`src/rtl/dma_copy_engine_pkg.sv`:
```
// Shared definitions for the DMA copy engine: register map, CTRL bits,
// FSM state encoding and default bus widths.
package dma_copy_engine_pkg;

    localparam int DEF_AW = 19;
    localparam int DEF_DW = 19;

    // register offsets, decoded from bus_addr[1:0]
    localparam logic [1:0] REG_CTRL = 2'd0;
    localparam logic [1:0] REG_SRC  = 2'd1;
    localparam logic [1:0] REG_DST  = 2'd2;
    localparam logic [1:0] REG_LEN  = 2'd3;

    // CTRL bit positions (start on write, busy/done on read)
    localparam int CTRL_START = 0;
    localparam int CTRL_BUSY  = 0;
    localparam int CTRL_DONE  = 1;

    typedef enum logic [1:0] {
        ST_IDLE    = 2'd0,
        ST_RD_REQ  = 2'd1,
        ST_RD_WAIT = 2'd2,
        ST_WR_REQ  = 2'd3
    } state_t;

endpackage

```
`src/rtl/dma_copy_engine_if.sv`:
```
// Bus bundles of the copy engine: register access port (engine is the
// responder) and memory request port (engine is the initiator).
interface dma_reg_if
    import dma_copy_engine_pkg::*;
#(
    parameter int AW = DEF_AW,
    parameter int DW = DEF_DW
);
    logic          bus_valid;
    logic          bus_write;
    logic [AW-1:0] bus_addr;
    logic [DW-1:0] bus_wdata;
    logic [DW-1:0] bus_rdata;

    modport master (output bus_valid, bus_write, bus_addr, bus_wdata,
                    input  bus_rdata);
    modport slave  (input  bus_valid, bus_write, bus_addr, bus_wdata,
                    output bus_rdata);
endinterface

interface dma_mem_if
    import dma_copy_engine_pkg::*;
#(
    parameter int AW = DEF_AW,
    parameter int DW = DEF_DW
);
    logic          mem_valid;
    logic          mem_write;
    logic [AW-1:0] mem_addr;
    logic [DW-1:0] mem_wdata;
    logic [DW-1:0] mem_rdata;
    logic          mem_ready;

    modport master (output mem_valid, mem_write, mem_addr, mem_wdata,
                    input  mem_rdata, mem_ready);
    modport slave  (input  mem_valid, mem_write, mem_addr, mem_wdata,
                    output mem_rdata, mem_ready);
endinterface

```
`src/rtl/dma_copy_engine.sv`:
```
// Register-programmed word copy engine: reads LEN words starting at SRC
// and writes them to DST, one read/capture/write triple per word.
module dma_copy_engine
    import dma_copy_engine_pkg::*;
#(
    parameter int AW = DEF_AW,
    parameter int DW = DEF_DW
) (
    input  logic      clk,
    input  logic      rst,
    dma_reg_if.slave  bus,
    dma_mem_if.master mem
);

    state_t        state, state_nxt;
    logic [DW-1:0] src_q, dst_q, len_q, idx_q, data_q;
    logic [DW-1:0] idx_inc;
    logic          done_q;
    logic          idle, reg_wr, start_req, last_word;
    logic          mem_valid_c, mem_write_c;
    logic [1:0]    sel;
    logic          unused_addr_hi;

    assign sel       = bus.bus_addr[1:0];
    assign idle      = (state == ST_IDLE);
    assign reg_wr    = bus.bus_valid & bus.bus_write;
    assign start_req = reg_wr && (sel == REG_CTRL) && bus.bus_wdata[CTRL_START];
    assign idx_inc   = idx_q + {{(DW-1){1'b0}}, 1'b1};
    assign last_word = (idx_inc == len_q);

    // only the low two address bits select a register
    assign unused_addr_hi = ^bus.bus_addr;

    // FSM state register; reset drops any transfer in flight
    always_ff @(posedge clk or posedge rst) begin
        if (rst) state <= ST_IDLE;
        else     state <= state_nxt;
    end

    // next state and memory request strobes
    always_comb begin
        state_nxt   = state;
        mem_valid_c = 1'b0;
        mem_write_c = 1'b0;
        case (state)
            ST_IDLE: begin
                if (start_req && (len_q != '0)) state_nxt = ST_RD_REQ;
            end
            ST_RD_REQ: begin
                mem_valid_c = 1'b1;
                if (mem.mem_ready) state_nxt = ST_RD_WAIT;
            end
            ST_RD_WAIT: begin
                state_nxt = ST_WR_REQ;
            end
            ST_WR_REQ: begin
                mem_valid_c = 1'b1;
                mem_write_c = 1'b1;
                if (mem.mem_ready) state_nxt = last_word ? ST_IDLE : ST_RD_REQ;
            end
            default: state_nxt = ST_IDLE;
        endcase
    end

    // memory port drive; address wraps naturally at AW bits
    assign mem.mem_valid = mem_valid_c;
    assign mem.mem_write = mem_write_c;
    assign mem.mem_addr  = (state == ST_WR_REQ) ? (AW'(dst_q) + AW'(idx_q))
                                                : (AW'(src_q) + AW'(idx_q));
    assign mem.mem_wdata = data_q;

    // register file, word index, data capture and sticky done flag
    always_ff @(posedge clk or posedge rst) begin
        if (rst) begin
            src_q  <= '0;
            dst_q  <= '0;
            len_q  <= '0;
            idx_q  <= '0;
            data_q <= '0;
            done_q <= 1'b0;
        end else begin
            if (idle && reg_wr) begin
                case (sel)
                    REG_SRC: src_q <= bus.bus_wdata;
                    REG_DST: dst_q <= bus.bus_wdata;
                    REG_LEN: len_q <= bus.bus_wdata;
                    default: ;
                endcase
            end
            if (idle && start_req) begin
                // a zero-length start completes immediately without traffic
                if (len_q == '0) begin
                    done_q <= 1'b1;
                end else begin
                    done_q <= 1'b0;
                    idx_q  <= '0;
                end
            end
            if (state == ST_RD_WAIT) data_q <= mem.mem_rdata;
            if ((state == ST_WR_REQ) && mem.mem_ready) begin
                idx_q <= idx_inc;
                if (last_word) done_q <= 1'b1;
            end
        end
    end

    // register readback, purely combinational on the select bits
    always_comb begin
        bus.bus_rdata = '0;
        case (sel)
            REG_CTRL: begin
                bus.bus_rdata[CTRL_BUSY] = ~idle;
                bus.bus_rdata[CTRL_DONE] = done_q;
            end
            REG_SRC: bus.bus_rdata = src_q;
            REG_DST: bus.bus_rdata = dst_q;
            REG_LEN: bus.bus_rdata = len_q;
            default: bus.bus_rdata = '0;
        endcase
    end

endmodule

```
`src/flat_wrapper.sv`:
```
// flat-port wrapper written by rule: the top's interface ports become plain ports
module dma_copy_engine_flat import dma_copy_engine_pkg::*;
#(
    parameter int AW = DEF_AW,
    parameter int DW = DEF_DW
)
  (clk, rst, bus_bus_valid, bus_bus_write, bus_bus_addr, bus_bus_wdata, bus_bus_rdata, mem_mem_valid, mem_mem_write, mem_mem_addr, mem_mem_wdata, mem_mem_rdata, mem_mem_ready);
  dma_reg_if #(.AW(AW), .DW(DW)) bus_i ();
  dma_mem_if #(.AW(AW), .DW(DW)) mem_i ();
  input  logic clk;
  input  logic rst;
  input wire logic [$bits(bus_i.bus_valid)-1:0] bus_bus_valid;
  input wire logic [$bits(bus_i.bus_write)-1:0] bus_bus_write;
  input wire logic [$bits(bus_i.bus_addr)-1:0] bus_bus_addr;
  input wire logic [$bits(bus_i.bus_wdata)-1:0] bus_bus_wdata;
  output wire logic [$bits(bus_i.bus_rdata)-1:0] bus_bus_rdata;
  output wire logic [$bits(mem_i.mem_valid)-1:0] mem_mem_valid;
  output wire logic [$bits(mem_i.mem_write)-1:0] mem_mem_write;
  output wire logic [$bits(mem_i.mem_addr)-1:0] mem_mem_addr;
  output wire logic [$bits(mem_i.mem_wdata)-1:0] mem_mem_wdata;
  input wire logic [$bits(mem_i.mem_rdata)-1:0] mem_mem_rdata;
  input wire logic [$bits(mem_i.mem_ready)-1:0] mem_mem_ready;
  assign bus_i.bus_valid = bus_bus_valid;
  assign bus_i.bus_write = bus_bus_write;
  assign bus_i.bus_addr = bus_bus_addr;
  assign bus_i.bus_wdata = bus_bus_wdata;
  assign bus_bus_rdata = bus_i.bus_rdata;
  assign mem_mem_valid = mem_i.mem_valid;
  assign mem_mem_write = mem_i.mem_write;
  assign mem_mem_addr = mem_i.mem_addr;
  assign mem_mem_wdata = mem_i.mem_wdata;
  assign mem_i.mem_rdata = mem_mem_rdata;
  assign mem_i.mem_ready = mem_mem_ready;
  dma_copy_engine #(.AW(AW), .DW(DW)) u_core (.clk(clk), .rst(rst), .bus(bus_i), .mem(mem_i));
endmodule
```
`config.mk`:
```
export PLATFORM = sky130hd
export DESIGN_NAME = dma_copy_engine_flat
export DESIGN_NICKNAME = d
export VERILOG_FILES = /design/src/rtl/dma_copy_engine_pkg.sv /design/src/rtl/dma_copy_engine_if.sv /design/src/rtl/dma_copy_engine.sv /design/src/flat_wrapper.sv
export SDC_FILE = /design/constraint.sdc
export NUM_CORES = 1
export LEC_CHECK = 0
export CAP_MARGIN = 20
export CORE_UTILIZATION = 47
export DETAILED_ROUTE_END_ITERATION = 8
export PLACE_DENSITY_LB_ADDON = 0.25
export SLEW_MARGIN = 15
export SYNTH_ARGS = -nofsm -noshare
export SYNTH_HDL_FRONTEND = slang
export SYNTH_SLANG_ARGS = --single-unit
```
`constraint.sdc`:
```
create_clock -name clk -period 3.8 [get_ports clk]
set_clock_uncertainty 0.2 [all_clocks]
set_input_delay 0.76 -clock clk [delete_from_list [all_inputs] [get_ports clk]]
set_output_delay 0.76 -clock clk [all_outputs]
set_load 0.005 [all_outputs]
```
* Yosys cells after proc, flatten, opt, wreduce, memory -nomap -nowiden
Cells that the tools add are included.
** Storage, ports and cells
- Word-level logic and storage cells :: 57
- Bits in writable memories :: 0
- Memory bits (read-only) :: 0
- Input port bits :: 62
- Register bits :: 98
- Latch bits :: 0
- Output and inout port bits :: 59
- Memories :: 0
** Operators by class
- Add/sub/neg operators :: 3
- Multipliers :: 0
- Bitwise gates (word level) :: 2
- Magnitude comparators :: 0
- Reduce and logical (&&, ||, !) cells :: 17
- Mux-type cells :: 17
- Shifts and indexed selects :: 0
- Equal/unequal tests :: 11
- Div/mod/pow operators :: 0
** Operators with widths (number)
- 19-bit two-way mux :: 4
- 17-bit case mux with 3 select lines :: 1
- 19-bit adder :: 2
- 19-bit by 1-bit adder with 19-bit output (second input constant) :: 1
- 19-bit == test :: 1
- 19-bit logical NOT :: 1
- 19-bit nonzero test :: 1
- 2-bit case mux with 4 select lines :: 2
- 2-bit == test (second input constant) :: 4
- 2-bit != test (second input constant) :: 4
- 2-bit AND reduction :: 4
- 1-bit two-way mux :: 7
- 1-bit logical AND :: 6
- 2-bit two-way mux :: 3
- 2-bit by 1-bit == test with 1-bit output (second input constant) :: 2
- 2-bit logical NOT :: 2
- 3-bit AND reduction :: 1
- 2-bit nonzero test :: 1
- 2-bit OR reduction :: 1
- 1-bit bitwise AND :: 1
- 1-bit NOT :: 1

* Logic depth before layout (Yosys ltp)
- Word-level depth :: 7
- Depth in mapped cells :: 12
- Depth with buffers taken out :: 11

* Least setup slack after synthesis
No wires, ideal clock.
- Path type :: register to output
- From :: register u_core.state[1]
- To :: output mem_mem_addr[14]
- Required time :: 2.840 ns
- Slack :: -0.173 ns
- Path buffers :: 1
- Arrival time :: 3.013 ns
- Cell stages (with the launch flop) :: 13
- Cell sequence :: dfrtp_1 > ha_1 > clkbuf_1 > mux2_2 > ha_1 > fa_1 > a211oi_1 > o21a_1 > o21ai_0 > a21oi_1 > o21ai_0 > a21oi_1 > xnor2_1
** Between the ends
- Cells in the longest elaborated chain, start to end :: 2
** RTL lines
- from (decl) :: line dma_copy_engine.sv:15 : state_t state, state_nxt;
- from (signal assigned) :: line dma_copy_engine.sv:37 : else state <= state_nxt;
- 2-bit == test :: line dma_copy_engine.sv:68 : assign mem.mem_addr = (state == ST_WR_REQ) ? (AW'(dst_q) + AW'(idx_q))
- 19-bit two-way mux :: line dma_copy_engine.sv:68
- to (decl) :: line flat_wrapper.sv:19 : output wire logic [$bits(mem_i.mem_addr)-1:0] mem_mem_addr;
No other way between the ends.

* Worst setup path after layout
- From :: register u_core.state[0]
- To :: output mem_mem_addr[16]
Same word-level chain as after synthesis.

==> impl_metrics.yaml <==
synthesis:
  synthCells: 553
  synth-seq-cells: 98
  avgSynthCellArea_sq_um: 10.9
  yosysSeqAreaShare_pct: 40.5
  yosysWarnings: 0
  syn-cell-area_sq_mm: 0.00605
  synth-edff-count: 0
  ys_types: 54
  syn-num-nets: 641
  async_flop_share_pct: 100
  ys.flop_type: "dfrtp_1"
run:
  cap_violations: 0
timing:
  worst_slew_margin_rel_pct: 45.3
  timing.fmax_ghz: 0.248
  setup_slack_ns: -0.235
  setup_viol: 9
  hold_viol: 0
  period_needed_ns: 4.03
  rsz0062_at_grt: "true"
  worst_pin_slew_ns: 0.820
  slew_viol_final: 0
  fin_crit_sh_pct: 106
hold_path:
  hold_depth: 1
  hp-class: "reg2reg"
drt:
  drt_iter0_drc: 256
  wl_per_cell_um: 18.2
  firstDrtPassIters: 4
  wl_mm: 16.3
  drc_errors: 0
  vias_per_cell: 5.65
  vias: 5065
  drtAntennaViolNets: 0
global_route:
  grt_pass1_wl_mm: 26.2
  grt_pass1_vias: 5191
  grt_usage_pct: 25.8
  grt_remaining_overflow: 0
  grt_max_degree: 56
  antenna_found_initial: 0
setup_path:
  cp.required_ns: 2.84
  start_kind: "flip-flop"
  reg2reg_depth: 8
  crit_fanout: 2
  arrival_ns: 3.07
  path_class: "reg2out"
  cp-end-kind: "output port"
cells_and_area:
  fin_nets: 808
  fin_area_sq_mm: 0.00842
  final_cell_mix: "mux2_2 (102), dfrtp_1 (98), clkdlybuf4s50_1 (87)"
  drive_gt1_share_pct: 36.6
  num_antenna_cells: 0
  area_delta_synth_final_pct: 39.2
  final_common_cell: "mux2_2"
  fill_cells: 942
floorplan:
  core_area_sq_mm: 0.0126
  dieArea_sq_mm: 0.0133
  num_rows: 41
  die_w_um: 115
  start_util_pct: 48.1
  ios: 121
  die_h_um: 115
status:
  violations: "setup timing"
  status: "finished, violations left"
place:
  io_buffers: 103
  finalWeightedCongestion: 0.871
  dpl-instance-area_sq_mm: 0.00768
  dpl.hpwl_mm: 11.9
power_and_ir_drop:
  total_power_mw: 6.41
  ir_drop_v: 0.000370
  p_leak_nw: 3.75
  powerDensity_mw_per_mm2: 761
clock_network:
  clkTransAtPathRegs_ns: 0.06
  clock_sinks: 98
  clk_latency_ns: 0.34
  cts.path.max_buffers: 2
  htreeDepth: 3
  cts_buffers: 9
  cts_tree: "done"
  holdBufCountCts: 0
  cts_root_buffer: "clkbuf_16"
-- layer usage --
| layer | part of all wire (%) | track usage (%) | vias up | routed length, um |
|---|---|---|---|---|
| met5 | 0 | 0 | - | 0 |
| met4 | 2.4 | 11.2 | 0 | 385 |
| met3 | 5.7 | 5.39 | 28 | 921 |
| met2 | 49 | 42.8 | 154 | 8060 |
| met1 | 43 | 32.5 | 2517 | 6930 |
| li1 | - | - | 2366 | - |
-- report_power, final --
part           total [mW]  switching (mW)  internal (mW)
Combinational        3.56            1.43           2.13
Clock               0.937           0.391          0.545
Sequential           1.91           0.414           1.49
-- stage by stage --
stage          utilization [%]  instances  setup TNS [ns]  setup slack [ns]  hold WS [ns]
2_1_floorplan                -        553               0            0.0341         0.292
3_3_place_gp              61.1        864           -3.35            -0.445         0.290
3_5_place_dp              61.1        865           -4.29            -0.502         0.296
4_1_cts                   66.4        894           -1.68            -0.306         0.311
5_1_grt                   67.0        897           -2.56            -0.365         0.329
6_report                  67.0        897           -1.32            -0.235         0.308
-- worst max-delay path, stage by stage (launching register included) --
cell and delay, ns:
dfrtp_1 0.40, ha_2 0.21, mux2_4 0.33, ha_4 0.17, fa_2 0.37, a211oi_4 0.23, o21a_1 0.19, o21ai_2 0.06
a21oi_2 0.15, buf_4 0.13, a21bo_4 0.13, nand3b_1 0.09, xor2_1 0.15, buf_2 0.12
-- logic make-up (layout without fill, tap and decap cells) --
group	count (synthesis)	after routing	share of synthesized area, %
compound gates	114	114	12.5
xor+xnor	45	45	6.74
fa+ha+maj	26	26	5.50
buf+inv	31	203	2.17
flops	98	98	40.5
mux	116	116	21.9
simple gates	123	123	10.7
-- synth_stat cells (all sizes together), types with 11 or more instances --
| library cell | count | area, sq um |
|---|---|---|
| a22o | 18 | 158 |
| a21oi | 18 | 90.1 |
| xnor2 | 28 | 245 |
| mux2 | 111 | 1250 |
| xor2 | 16 | 140 |
| nand3 | 11 | 55.1 |
| nor2 | 36 | 138 |
| dfrtp | 98 | 2450 |
| clkbuf | 12 | 45.0 |
| o21ai | 36 | 180 |
| ha | 25 | 313 |
| nand2 | 31 | 116 |
-- state kept, by name (all words and copies together), names as in the netlist --
| name | cells |
|---|---|
| u_core.done_q | 1 |
| u_core.dst_q | 19 |
| u_core.idx_q | 19 |
| u_core.len_q | 19 |
| u_core.mem.mem_wdata | 19 |
| u_core.src_q | 19 |
| u_core.state | 2 |
-- path summary, 6_finish.rpt --
path / startpoint / end / slack [ns]
max: u_core.state[0] / mem_mem_addr[16] / -0.23
min: u_core.mem.mem_wdata[15] / u_core.mem.mem_wdata[15] / 0.31
max reg2reg: u_core.len_q[3] / u_core.idx_q[4] / 0.70
min reg2reg: u_core.mem.mem_wdata[15] / u_core.mem.mem_wdata[15] / 0.31
max in group asynchronous: rst / u_core.idx_q[17] / 2.26
min in group asynchronous: rst / u_core.mem.mem_wdata[18] / 0.50
-- what timing repair did --
| item | CTS | global route |
|---|---|---|
| buffers inserted | 16 | 4 |
| resized for setup | 114 | 16 |
| pin swaps | 39 | 22 |
| endpoints found under the setup margin | 16 | 16 |
-- final cells by class --
type                       count  area [sq um]  share of cell area [%]
multi-input combinational    424          3810                    45.3
inverter                       9          35.0                   0.416
clock inverter                 4          50.0                   0.594
sequential                    98          2450                    29.1
timing repair buffer         178          1600                    19.0
clock buffer                  12           256                    3.05
tap                          172           215                    2.56
No activity file was read; power rests on OpenSTA's default activity.
